`src/rtl/vend_pkg.sv`:
```
// Shared types and constants for the two-channel vending dispense scheduler.
package vend_pkg;

  localparam int NUM_CH       = 2;
  localparam int CNT_W        = 4;
  localparam int DISP_CYC_DEF = 4;
  localparam int CHG_CYC_DEF  = 2;
  localparam int GAP_CYC_DEF  = 1;

  typedef enum logic [1:0] {
    IDLE     = 2'b00,
    DISPENSE = 2'b01,
    RETURN   = 2'b10,
    GAP      = 2'b11
  } state_e;

  typedef logic [CNT_W-1:0]  cnt_t;
  typedef logic [NUM_CH-1:0] ch_vec_t;

  // Round robin: the channel that was not served last wins if it has work.
  function automatic logic pick_channel(input logic lp, input ch_vec_t pending);
    if (pending[~lp]) return ~lp;
    return lp;
  endfunction

  function automatic ch_vec_t onehot(input logic ch);
    return ch ? 2'b10 : 2'b01;
  endfunction

endpackage

```
`src/rtl/vend_dispense_sched_if.sv`:
```
// Request/actuator bundle between the vending front-ends and the scheduler.
interface vend_dispense_sched_if;
  import vend_pkg::*;

  ch_vec_t prod_req;
  ch_vec_t chg_req;
  logic    motor;
  logic    coin_ret;
  ch_vec_t gnt;
  ch_vec_t done;
  logic    busy;
  ch_vec_t drop;

  modport master (
    output prod_req, chg_req,
    input  motor, coin_ret, gnt, done, busy, drop
  );

  modport slave (
    input  prod_req, chg_req,
    output motor, coin_ret, gnt, done, busy, drop
  );

endinterface

```
`src/rtl/vend_cycle_timer.sv`:
```
// Down-counter that times each scheduler phase; parks at zero rather than wrapping.
module vend_cycle_timer
  import vend_pkg::*;
(
  input  logic clk,
  input  logic rst,
  input  logic load,
  input  cnt_t load_val,
  output logic zero
);

  cnt_t count;

  // Load wins over counting; once at zero the count holds.
  always_ff @(posedge clk or posedge rst) begin
    // NOTE: non-blocking assignments so every register samples pre-edge values.
    if (rst)                count <= '0;
    else if (load)          count <= load_val;
    else if (count != '0)   count <= count - cnt_t'(1);
  end

  assign zero = (count == '0);

endmodule

```
`src/rtl/vend_dispense_sched.sv`:
```
// Shares one dispenser motor and one coin-return solenoid between two
// vending front-ends. Requests latch into pending flags; a round-robin FSM
// serves one channel at a time: dispense, then change, then a settling gap.
module vend_dispense_sched
  import vend_pkg::*;
#(
  parameter int DISP_CYC = DISP_CYC_DEF,
  parameter int CHG_CYC  = CHG_CYC_DEF,
  parameter int GAP_CYC  = GAP_CYC_DEF
) (
  input logic                  clk,
  input logic                  rst,
  vend_dispense_sched_if.slave bus
);

  localparam cnt_t DISP_LOAD = cnt_t'(DISP_CYC - 1);
  localparam cnt_t CHG_LOAD  = cnt_t'(CHG_CYC - 1);
  localparam cnt_t GAP_LOAD  = cnt_t'(GAP_CYC - 1);

  state_e  state, state_n;
  logic    cur, cur_n;          // channel owning the mechanism
  logic    lp;                  // last-served channel
  ch_vec_t req_p_q, req_c_q;    // requests sampled on the previous edge
  ch_vec_t pp, pc;              // pending product / change flags
  ch_vec_t pp_n, pc_n, drop_n;
  ch_vec_t clr_pp_vec, clr_pc_vec;
  ch_vec_t drop_q, done_q;

  logic tmr_load, tmr_zero;
  cnt_t tmr_val;
  logic clr_pp, clr_pc, done_set, lp_update;

  vend_cycle_timer u_timer (
    .clk      (clk),
    .rst      (rst),
    .load     (tmr_load),
    .load_val (tmr_val),
    .zero     (tmr_zero)
  );

  // Sample the front-end request lines once per edge.
  always_ff @(posedge clk or posedge rst) begin
    if (rst) begin
      req_p_q <= '0;
      req_c_q <= '0;
    end else begin
      req_p_q <= bus.prod_req;
      req_c_q <= bus.chg_req;
    end
  end

  // FSM state, current grant and round-robin pointer.
  always_ff @(posedge clk or posedge rst) begin
    if (rst) begin
      state <= IDLE;
      cur   <= 1'b0;
      lp    <= 1'b1;
    end else begin
      state <= state_n;
      cur   <= cur_n;
      if (lp_update) lp <= cur;
    end
  end

  // Next-state logic; each phase entry reloads the timer with its length minus one.
  always_comb begin
    // NOTE: every signal gets a default first so no latch is inferred.
    state_n   = state;
    cur_n     = cur;
    tmr_load  = 1'b0;
    tmr_val   = '0;
    clr_pp    = 1'b0;
    clr_pc    = 1'b0;
    done_set  = 1'b0;
    lp_update = 1'b0;
    case (state)
      IDLE: begin
        if (|(pp | pc)) begin
          cur_n    = pick_channel(lp, pp | pc);
          tmr_load = 1'b1;
          if (pp[cur_n]) begin
            state_n = DISPENSE;
            tmr_val = DISP_LOAD;
          end else begin
            state_n = RETURN;
            tmr_val = CHG_LOAD;
          end
        end
      end
      DISPENSE: begin
        if (tmr_zero) begin
          clr_pp   = 1'b1;
          tmr_load = 1'b1;
          // Change requested during the dispense rides on the same grant.
          if (pc[cur]) begin
            state_n = RETURN;
            tmr_val = CHG_LOAD;
          end else begin
            state_n  = GAP;
            tmr_val  = GAP_LOAD;
            done_set = 1'b1;
          end
        end
      end
      RETURN: begin
        if (tmr_zero) begin
          clr_pc   = 1'b1;
          tmr_load = 1'b1;
          tmr_val  = GAP_LOAD;
          state_n  = GAP;
          done_set = 1'b1;
        end
      end
      GAP: begin
        if (tmr_zero) begin
          state_n   = IDLE;
          lp_update = 1'b1;
        end
      end
      default: state_n = IDLE;
    endcase
  end

  // Pending-flag update: a new request beats a coincident clear; a repeat request is dropped.
  always_comb begin
    clr_pp_vec = clr_pp ? onehot(cur) : '0;
    clr_pc_vec = clr_pc ? onehot(cur) : '0;
    pp_n       = req_p_q | (pp & ~clr_pp_vec);
    pc_n       = req_c_q | (pc & ~clr_pc_vec);
    drop_n     = (req_p_q & pp & ~clr_pp_vec) | (req_c_q & pc & ~clr_pc_vec);
  end

  // Pending flags and the one-cycle drop/done pulses.
  always_ff @(posedge clk or posedge rst) begin
    if (rst) begin
      pp     <= '0;
      pc     <= '0;
      drop_q <= '0;
      done_q <= '0;
    end else begin
      pp     <= pp_n;
      pc     <= pc_n;
      drop_q <= drop_n;
      done_q <= done_set ? onehot(cur) : '0;
    end
  end

  assign bus.motor    = (state == DISPENSE);
  assign bus.coin_ret = (state == RETURN);
  assign bus.busy     = (state != IDLE);
  assign bus.gnt      = (state != IDLE) ? onehot(cur) : '0;
  assign bus.done     = done_q;
  assign bus.drop     = drop_q;

endmodule

```
`src/flat_wrapper.sv`:
```
// flat-port wrapper written by rule: the top's interface ports become plain ports
module vend_dispense_sched_flat import vend_pkg::*;
#(
  parameter int DISP_CYC = DISP_CYC_DEF,
  parameter int CHG_CYC  = CHG_CYC_DEF,
  parameter int GAP_CYC  = GAP_CYC_DEF
)
  (clk, rst, bus_prod_req, bus_chg_req, bus_motor, bus_coin_ret, bus_gnt, bus_done, bus_busy, bus_drop);
  vend_dispense_sched_if bus_i ();
  input logic clk;
  input logic rst;
  input wire logic [$bits(bus_i.prod_req)-1:0] bus_prod_req;
  input wire logic [$bits(bus_i.chg_req)-1:0] bus_chg_req;
  output wire logic [$bits(bus_i.motor)-1:0] bus_motor;
  output wire logic [$bits(bus_i.coin_ret)-1:0] bus_coin_ret;
  output wire logic [$bits(bus_i.gnt)-1:0] bus_gnt;
  output wire logic [$bits(bus_i.done)-1:0] bus_done;
  output wire logic [$bits(bus_i.busy)-1:0] bus_busy;
  output wire logic [$bits(bus_i.drop)-1:0] bus_drop;
  assign bus_i.prod_req = bus_prod_req;
  assign bus_i.chg_req = bus_chg_req;
  assign bus_motor = bus_i.motor;
  assign bus_coin_ret = bus_i.coin_ret;
  assign bus_gnt = bus_i.gnt;
  assign bus_done = bus_i.done;
  assign bus_busy = bus_i.busy;
  assign bus_drop = bus_i.drop;
  vend_dispense_sched #(.DISP_CYC(DISP_CYC), .CHG_CYC(CHG_CYC), .GAP_CYC(GAP_CYC)) u_core (.clk(clk), .rst(rst), .bus(bus_i));
endmodule
```
`config.mk`:
```
export PLATFORM = sky130hd
export DESIGN_NAME = vend_dispense_sched_flat
export DESIGN_NICKNAME = d
export VERILOG_FILES = /design/src/rtl/vend_pkg.sv /design/src/rtl/vend_dispense_sched_if.sv /design/src/rtl/vend_cycle_timer.sv /design/src/rtl/vend_dispense_sched.sv /design/src/flat_wrapper.sv
export SDC_FILE = /design/constraint.sdc
export NUM_CORES = 1
export LEC_CHECK = 0
export BUFFER_PORTS_ARGS = -buffer_cell sky130_fd_sc_hd__buf_4
export CORE_AREA = 3 3 80 44
export CTS_CLUSTER_SIZE = 8
export DETAILED_ROUTE_END_ITERATION = 12
export DIE_AREA = 0 0 83 47
export PLACE_DENSITY = 0.52
export SETUP_SLACK_MARGIN = 0.02
export SYNTH_ARGS = -nofsm -noshare
export SYNTH_HDL_FRONTEND = slang
export SYNTH_HIERARCHICAL = 1
export SYNTH_SLANG_ARGS = --single-unit
```
`constraint.sdc`:
```
create_clock -name clk -period 2.1 [get_ports clk]
set_input_delay 0.42 -clock clk [delete_from_list [all_inputs] [get_ports clk]]
set_output_delay 0.42 -clock clk [all_outputs]
set_load 0.01 [all_outputs]
```
* Word-level counts from Yosys, hierarchy flattened *
Cells that the tools add are included.

storage, ports and cells
  register bits after elaboration = 20
  input port bits = 6
  output and inout bits = 9
  logic and storage cells = 84

cells by class
  add/sub/neg operators = 1
  order comparisons = 3
  equality and inequality tests = 7
  mux-type cells = 41
  bitwise logic cells = 13
  reduce and logical (&&, ||, !) cells = 9

operator list
  kind                 number
  $mux 1               22
  $mux 2               11
  $mux 4               4
  $and 2x2->2          6
  $ne 2x1->1 const B   4
  $or 2x2->2           4
  $pmux 2 s4           1
  $pmux 4 s2           1
  $lt 1x2->1 const B   3
  $eq 2x2->1 const B   2
  $logic_not 4->1      1
  $not 2->2            2
  $pmux 1 s2           2
  $reduce_and 4->1     1
  $reduce_bool 2->1    2
  $reduce_bool 4->1    1
  $reduce_or 2->1      2
  $sub 4x1->4 const B  1
  $eq 2x1->1 const B   1
  $logic_not 2->1      1
  $reduce_and 2->1     1
  $not 1->1            1

* Depth between registers and ports, before layout *
Gate-level depths: netlist of the first run.

  depth in word-level cells = 15
  mapped depth = 8
  depth with buffers taken out = 7

* Cells and area by module *
Netlist of the first run, hierarchy kept.

by module, submodules not included
  module               instances  cells each  area each (um^2)  seq. area each (um^2)
  vend_dispense_sched  1          70          767.0             401.6
  vend_cycle_timer     1          23          236.5             100.1

* Least setup slack after synthesis of the first run *
No wires, ideal clock.

  path type = reg2reg
  from = register u_core.u_timer.count[0]
  to = register u_core.u_timer.count[3]
  library setup time = 0.126 ns
  arrival = 1.830 ns
  required time = 1.974 ns
  setup slack = 0.144 ns
  cell stages (with the launch flop) = 9
  buffers on the path = 1
  clock period less this slack = 1.956 ns
  cell sequence = dfrtp_1 inv_1 ha_1 nor3b_4 nand2_1 a21oi_1 clkbuf_1 nor3_1 a221o_1

between the ends
  cells in the longest elaborated chain, start to end = 4
  elaborated cells on any way between the ends = 8
  classes of those cells = add/sub (1); mux (4); reduce/logical (3)

RTL lines
  what                                         RTL line                                               text
  start: declaration                           vend_cycle_timer.sv:12                                 cnt_t count;
  start signal: assignment                     vend_cycle_timer.sv:18                                 else if (load) count <= load_val;
  start signal: assignment                     vend_cycle_timer.sv:19                                 else if (count != '0) count <= count - cnt_t'(1);
  $logic_not 4->1 (*)                          vend_cycle_timer.sv:22                                 assign zero = (count == '0);
  via u_core.tmr_zero                          vend_dispense_sched.sv:29                              logic tmr_load, tmr_zero;
  $mux 1 (*)                                   vend_dispense_sched.sv:91, vend_dispense_sched.sv:106
  $pmux 1 s2 (*)                               vend_dispense_sched.sv:76                              case (state)
  via u_core.tmr_load                          vend_dispense_sched.sv:29
  $mux 4 or $reduce_bool 2->1 (tied branches)  --

The timed path passes the listed nets; every way through them passes the cells marked *. The select of a mux whose other input is x is not followed.
A chain may end at the register's enable or synchronous reset.

* Worst setup path in the final report of the first run *
  from = register u_core.state[1]
  to = register u_core.u_timer.count[3]

between the ends
  cells in the longest elaborated chain, start to end = 4
  elaborated cells on any way between the ends = 8
  classes of those cells = eq/ne (2); mux (3); reduce/logical (3)

RTL lines
  what                                         RTL line                   text
  start: declaration                           vend_dispense_sched.sv:20  state_e state, state_n;
  start signal: assignment                     vend_dispense_sched.sv:59  state <= state_n;
  $eq 2x1->1 or $eq 2x2->1 (tied branches)     vend_dispense_sched.sv:76
  $reduce_or 2->1 (no source line)             --
  $pmux 1 s2 (*)                               vend_dispense_sched.sv:76
  via u_core.tmr_load                          vend_dispense_sched.sv:29
  $mux 4 or $reduce_bool 2->1 (tied branches)  --

The timed path passes the listed nets; every way through them passes the cells marked *.

==> run_results.csv, run 1 <==
group,metric,value,unit
timing,worst_pin_slew,0.645,ns
critical_path,endpoint_kind,"flop",
final_layout,diodes,0,
run,drv_cap,0,
critical_path,crit_type,"flop to flop",
timing,hold_viol,0,
floorplan,die_area,3900,um2
final_layout,num-nets-final,126,
global_route,grt_pass1_wl,3120,um
synthesis,synth_ff_type,"dfrtp_1",
final_layout,seq_area,502,um2
timing,finClkSkew,0.00183,ns
synthesis,syn_inst,93,
global_route,grt_pass1_vias,646,
drt,via_count,694,
drt,wl_met2,921,um
global_route,grt_antenna_before_repair,0,
synthesis,syn-cell-area,1000,um2
timing,hold_ws,0.0428,ns
drt,dr_wl_met3,67,um
floorplan,dieWidth,83,um
critical_path,rrSetupSlack,0.25,ns
global_route,track_usage,10.4,%
placement,port_buffers,14,
drt,drt_iter0_markers,17,
clocking,clockRootBuffer,"clkbuf_8",
timing,drv_slew,0,
clocking,clkTransAtPathRegs,0.08,ns
floorplan,core-area,2910,um2
clocking,ctsHoldBuffers,0,
drt,routed.top_layer,"met3",
drt,wl_per_cell,12.6,um
synthesis,synth-seq-cells,20,
clocking,post-cts-setup-buffers,0,
pwr,p_per_area,1500,nW/um2
synthesis,synth-edff-count,0,
timing,final-setup-viol-count,0,
synthesis,ys_seq_area_share,50.0,%
status,status,"finished clean",
clocking,cts.htree.levels,1,
synthesis,ys_warn_count,6,
timing,fin_crit_sh,88.2,%
critical_path,crit_path_max_fanout,8,
placement,hpwl,1420,um
drt,firstDrtPassIters,4,
clocking,cts_tree,"yes",
placement,gp_congestion,0.728,
timing,fmax,540,MHz
placement,place_inst,148,
drt,wirelength_met1,926,um
synthesis,synth_area_per_cell,10.8,um2
drt,vias_per_cell,4.57,
drt,drt_wl_total,1910,um
critical_path,crit_required,2.25,ns
timing,rsz0062_at_grt,"false",
clocking,clockBufferDepth,2,
final_layout,instances_no_fill,152,
floorplan,io_pins,15,
critical_path,arrival,2.00,ns
clocking,clk_latency,0.26,ns
final_layout,nFillCells,302,
timing,min_period,1.85,ns
pwr,ir_worst_vdd,0.409,mV
drt,drc,0,
global_route,grt_max_degree,17,
timing,slew-limit-headroom,57.0,%
clocking,cts.sinks,20,
synthesis,synth-async-reset-ratio,100,%
critical_path,r2r_end,"u_core/u_timer/count[3]$_DFFE_PP0P_",
floorplan,row_count,14,
timing,setup_tns,0,ns
final_layout,drive_gt1_share,25.9,%
final_layout,multiInputGateArea,470,um2
clocking,cts_buffers,3,
final_layout,area_delta_synth_final,23.6,%
floorplan,die_h,47,um
hold_path,hp-class,"primary input to asynchronous set/reset pin",
floorplan,initial_utilization,34.5,%
critical_path,r2r_cells,8,
synthesis,synth_cell_types,34,
global_route,overflow,0,
critical_path,startpoint_type,"flop",
drt,drtAntennaViolNets,0,
pwr,p_leak,0.546,nW
critical_path,rr_startpoint,"u_core/state[1]$_DFFE_PP0P_",
[worst max-delay path, cell delays in order, from the launching register on]
cell,delay (ns)
dfrtp_1,0.42
inv_1,0.13
ha_2,0.23
inv_1,0.11
a21o_1,0.20
a21oi_1,0.13
buf_4,0.16
nor3_1,0.05
a221o_1,0.31
[worst max-delay path by stage]
| stage | from | endpoint | depth (start not counted) |
|---|---|---|---|
| 2_1_floorplan | u_core/u_timer/count[0]$_DFFE_PP0P_ | u_core/u_timer/count[3]$_DFFE_PP0P_ | 8 |
| 3_3_place_gp | u_core/state[1]$_DFFE_PP0P_ | u_core/u_timer/count[3]$_DFFE_PP0P_ | 8 |
| 3_5_place_dp | u_core/state[1]$_DFFE_PP0P_ | u_core/u_timer/count[3]$_DFFE_PP0P_ | 8 |
| 4_1_cts | u_core/state[1]$_DFFE_PP0P_ | u_core/u_timer/count[3]$_DFFE_PP0P_ | 8 |
| 5_1_grt | u_core/state[1]$_DFFE_PP0P_ | u_core/u_timer/count[3]$_DFFE_PP0P_ | 8 |
| 6_report | u_core/state[1]$_DFFE_PP0P_ | u_core/u_timer/count[3]$_DFFE_PP0P_ | 8 |
[cells in the mapped netlist, drive strengths merged (2+ instances only)]
library cell | instances | area, um2
nand3 | 4 | 20.0
nor3 | 4 | 20.0
nor2b | 2 | 12.5
a21oi | 2 | 10.0
nor2 | 6 | 22.5
mux2 | 3 | 33.8
dfrtp | 19 | 475
o21ai | 3 | 15.0
a21boi | 4 | 33.8
inv | 7 | 26.3
nor3b | 3 | 33.8
a21o | 4 | 31.3
nand2 | 8 | 30.0
ha | 7 | 87.6
mux2i | 2 | 20.0
or2 | 2 | 12.5
[timing repair]
item	CTS	global route
endpoints found under the hold margin	0	0
resized for setup	0	1
endpoints found under the setup margin	0	1
[registers in the layout (all words and copies together), names as in the netlist]
| register | cells |
|---|---|
| u_core/bus.done | 2 |
| u_core/bus.drop | 2 |
| u_core/cur | 1 |
| u_core/lp | 1 |
| u_core/pc | 2 |
| u_core/pp | 2 |
| u_core/req_c_q | 2 |
| u_core/req_p_q | 2 |
| u_core/state | 2 |
| u_core/u_timer/count | 4 |
[metal layers]
metal  GRT usage (%)  vias up
met5               0        -
met4            1.95        0
met3            3.68        0
met2            19.1       10
met1            12.5      327
li1                -      357
[placed cells by master (no fill, tap or decap)]
cell type,netlist,final
a21boi_0,2,2
a21o_2,1,1
xnor2_1,1,1
a21oi_1,2,2
or2_2,1,1
o22a_1,1,1
a21o_1,3,3
nand2_1,8,8
a31oi_1,1,1
nor3b_4,1,1
nand3_1,4,4
ha_1,7,6
nor3b_1,2,2
a221o_1,1,1
nor2b_1,2,2
mux2i_1,2,2
buf_4,1,16
nor3_1,4,4
bufinv_16,0,1
or2_0,1,1
a21boi_1,1,1
a32o_1,1,1
nor2_1,6,6
a21boi_2,1,1
inv_1,7,7
o32a_1,1,1
o221a_1,1,1
o21ai_0,3,3
nand2b_1,1,1
mux2_2,3,3
o22ai_1,1,1
dfstp_2,1,1
clkbuf_8,0,3
ha_2,0,1
dfrtp_1,19,19
conb_1,1,2
[where the power goes]
group | leakage, nW | internal, mW | switching (mW) | total (mW)
Clock | 0.0357 | 0.255 | 0.135 | 0.390
Combinational | 0.286 | 0.438 | 0.419 | 0.857
Sequential | 0.224 | 0.497 | 0.115 | 0.611
Total | 0.546 | 1.19 | 0.669 | 1.86
[cell type report]
type,instances,area share [%]
inverter,7,2.12
clock buffer,3,3.33
multi-input combinational,65,37.9
clock inverter,1,2.42
tap,40,4.04
sequential,20,40.5
timing repair buffer,16,9.69
[through the flow]
stage	area (um2)	util, %	worst slack (ns)	total power [mW]
6_report	1240	42.6	0.248	1.86
5_1_grt	1240	42.6	0.0705	2.00
4_1_cts	1240	42.6	0.208	1.87
3_5_place_dp	1170	40.1	0.215	1.48
3_3_place_gp	1170	40.1	0.284	1.48
2_1_floorplan	1010	-	0.144	1.21
[logic make-up after synthesis]
group | synth area share [%]
simple gates | 15.7
compound gates | 15.2
flops | 50.0
buf+inv | 3.74
fa+ha+maj | 8.73
mux | 5.36
other cells | 0.374
xor+xnor | 0.873
(Power assumes the default switching activity.)
==> run 2: changes to the inputs <==
PLACE_DENSITY = 0.53   (was 0.52)
==> run_results.csv, run 2 (synthesis gave the netlist of run 1 again) <==
group,metric,value,unit
status,status,"finished clean",
pwr,p_leak,0.546,nW
floorplan,die_h,47,um
timing,hold_viol,0,
timing,rsz0062_at_grt,"false",
timing,finClkSkew,0.00192,ns
critical_path,endpoint_kind,"flop",
drt,firstDrtPassIters,7,
critical_path,crit_required,2.25,ns
drt,via_count,729,
timing,worst_pin_slew,0.612,ns
drt,drc,0,
floorplan,io_pins,15,
drt,drtAntennaViolNets,0,
clocking,clk_latency,0.26,ns
final_layout,diodes,0,
clocking,cts_tree,"yes",
timing,fmax,530,MHz
critical_path,setup.worst_path.start,"u_core/state[1]$_DFFE_PP0P_",
global_route,grt_antenna_before_repair,0,
timing,slew-limit-headroom,59.2,%
global_route,grt_pass1_vias,669,
floorplan,dieWidth,83,um
placement,gp_congestion,0.737,
drt,drt_iter0_markers,43,
timing,hold_ws,0.0452,ns
timing,min_period,1.89,ns
final_layout,num-nets-final,126,
critical_path,rr_startpoint,"u_core/state[1]$_DFFE_PP0P_",
pwr,ir_worst_vdd,0.432,mV
critical_path,max_stage_delay,0.42,ns
final_layout,mostFrequentLayoutCell,"dfrtp_1",
drt,vias_per_cell,4.80,
final_layout,nFillCells,300,
final_layout,final_cell_mix,"19 x dfrtp_1, 16 x buf_4, 8 x nand2_1",
critical_path,crit_top_cell,"inv_1",
final_layout,area_delta_synth_final,23.6,%
timing,fin_crit_sh,89.9,%
drt,wl_per_cell,12.1,um
critical_path,path_buf_inv,3,
floorplan,die_area,3900,um2
final_layout,largest-register,"u_core/u_timer/count",
critical_path,path_delay_family,"compound AO/OA/AOI/OAI gates",
global_route,track_usage,10.5,%
critical_path,crit_chain,"inv_1, ha_2, inv_1, a21o_1, a21oi_1, buf_4, nor3_1, a221o_1",
critical_path,crit_path_max_fanout,8,
critical_path,crit_slowest_cell,"dfrtp_1",
pwr,p_per_area,1490,nW/um2
clocking,clkTransAtPathRegs,0.07,ns
placement,port_buffers,14,
global_route,grt_max_degree,17,
placement,hpwl,1410,um
clocking,clockRootBuffer,"clkbuf_8",
drt,drt_wl_total,1850,um
critical_path,startpoint_type,"flop",
critical_path,crit_type,"flop to flop",
timing,drv_slew,0,
clocking,cts.htree.levels,1,
clocking,clockBufferDepth,2,
global_route,overflow,0,
run,drv_cap,0,
timing,final-setup-viol-count,0,
global_route,grt_pass1_wl,3080,um
floorplan,row_count,14,
floorplan,core-area,2910,um2
final_layout,largest_reg_flops,4,
hold_path,hp-class,"primary input to asynchronous set/reset pin",
timing,setup_tns,0,ns
clocking,cts.sinks,20,
critical_path,arrival,2.04,ns
floorplan,initial_utilization,34.5,%
final_layout,drive_gt1_share,25.9,%
clocking,cts_buffers,3,
## run 2: cell counts in the layout (fill, tap and decap cells not counted)
No cell type changed its count.
## run 2: final timing paths
| kind | slack (ns) | endpoint | cells after the start |
|---|---|---|---|
| hold / removal | 0.05 | u_core/u_timer/count[0]$_DFFE_PP0P_ | 2 |
| min in group clk | 0.26 | u_core/req_p_q[0]$_DFF_PP0_ | 1 |
| setup / recovery | 0.21 | u_core/u_timer/count[3]$_DFFE_PP0P_ | 8 |
| hold reg to reg | 0.46 | u_core/pc[1]$_DFF_PP0_ | 1 |
| max in group asynchronous | 1.47 | u_core/bus.done[0]$_DFF_PP0_ | 2 |
| setup reg to reg | 0.21 | u_core/u_timer/count[3]$_DFFE_PP0P_ | 8 |
## run 2: layout make-up
class                   instances  area [um2]  share of cell area [%]
well taps                      40        50.0                    4.04
inverters                       7        26.3                    2.12
clock buffers                   3        41.3                    3.33
flip-flops and latches         20         502                    40.5
clock inverters                 1        30.0                    2.42
repair buffers                 16         120                    9.69
multi-input cells              65         470                    37.9
## run 2: worst reg2reg max path: stages (launching register included)
cell     delay [ns]
dfrtp_1        0.42
inv_1          0.14
ha_2           0.24
inv_1          0.11
a21o_1         0.20
a21oi_1        0.14
buf_4          0.17
nor3_1         0.05
a221o_1        0.32
## run 2: timing repair
action,CTS,global route
gates resized for setup,0,1
setup endpoints to repair,0,1
setup buffers,0,0
hold buffers,0,0
## run 2: layer usage
layer	global-route usage [%]	share of wire, %	vias to the layer above
met4	2.93	1.5	0
met3	4.38	8.0	4
met2	18.9	47	24
met5	0	0	-
li1	-	-	357
met1	12.0	44	344
## run 2: report_power, final
part / switching [mW] / internal [mW] / leakage (nW) / total, mW
clock: 0.128 / 0.255 / 0.0357 / 0.383
combinational: 0.422 / 0.438 / 0.286 / 0.860
sequential: 0.112 / 0.497 / 0.224 / 0.609
total: 0.662 / 1.19 / 0.546 / 1.85
## run 2: metrics by stage
stage	util (%)	cell area, um2	std cells	power [mW]	setup WS, ns
final	42.6	1240	152	1.85	0.213
after global routing	42.6	1240	152	2.00	0.0532
after CTS	42.6	1240	152	1.86	0.173
after detailed placement	40.1	1170	148	1.48	0.186
after global placement	40.1	1170	148	1.47	0.273
after floorplan	-	1010	94	1.21	0.144
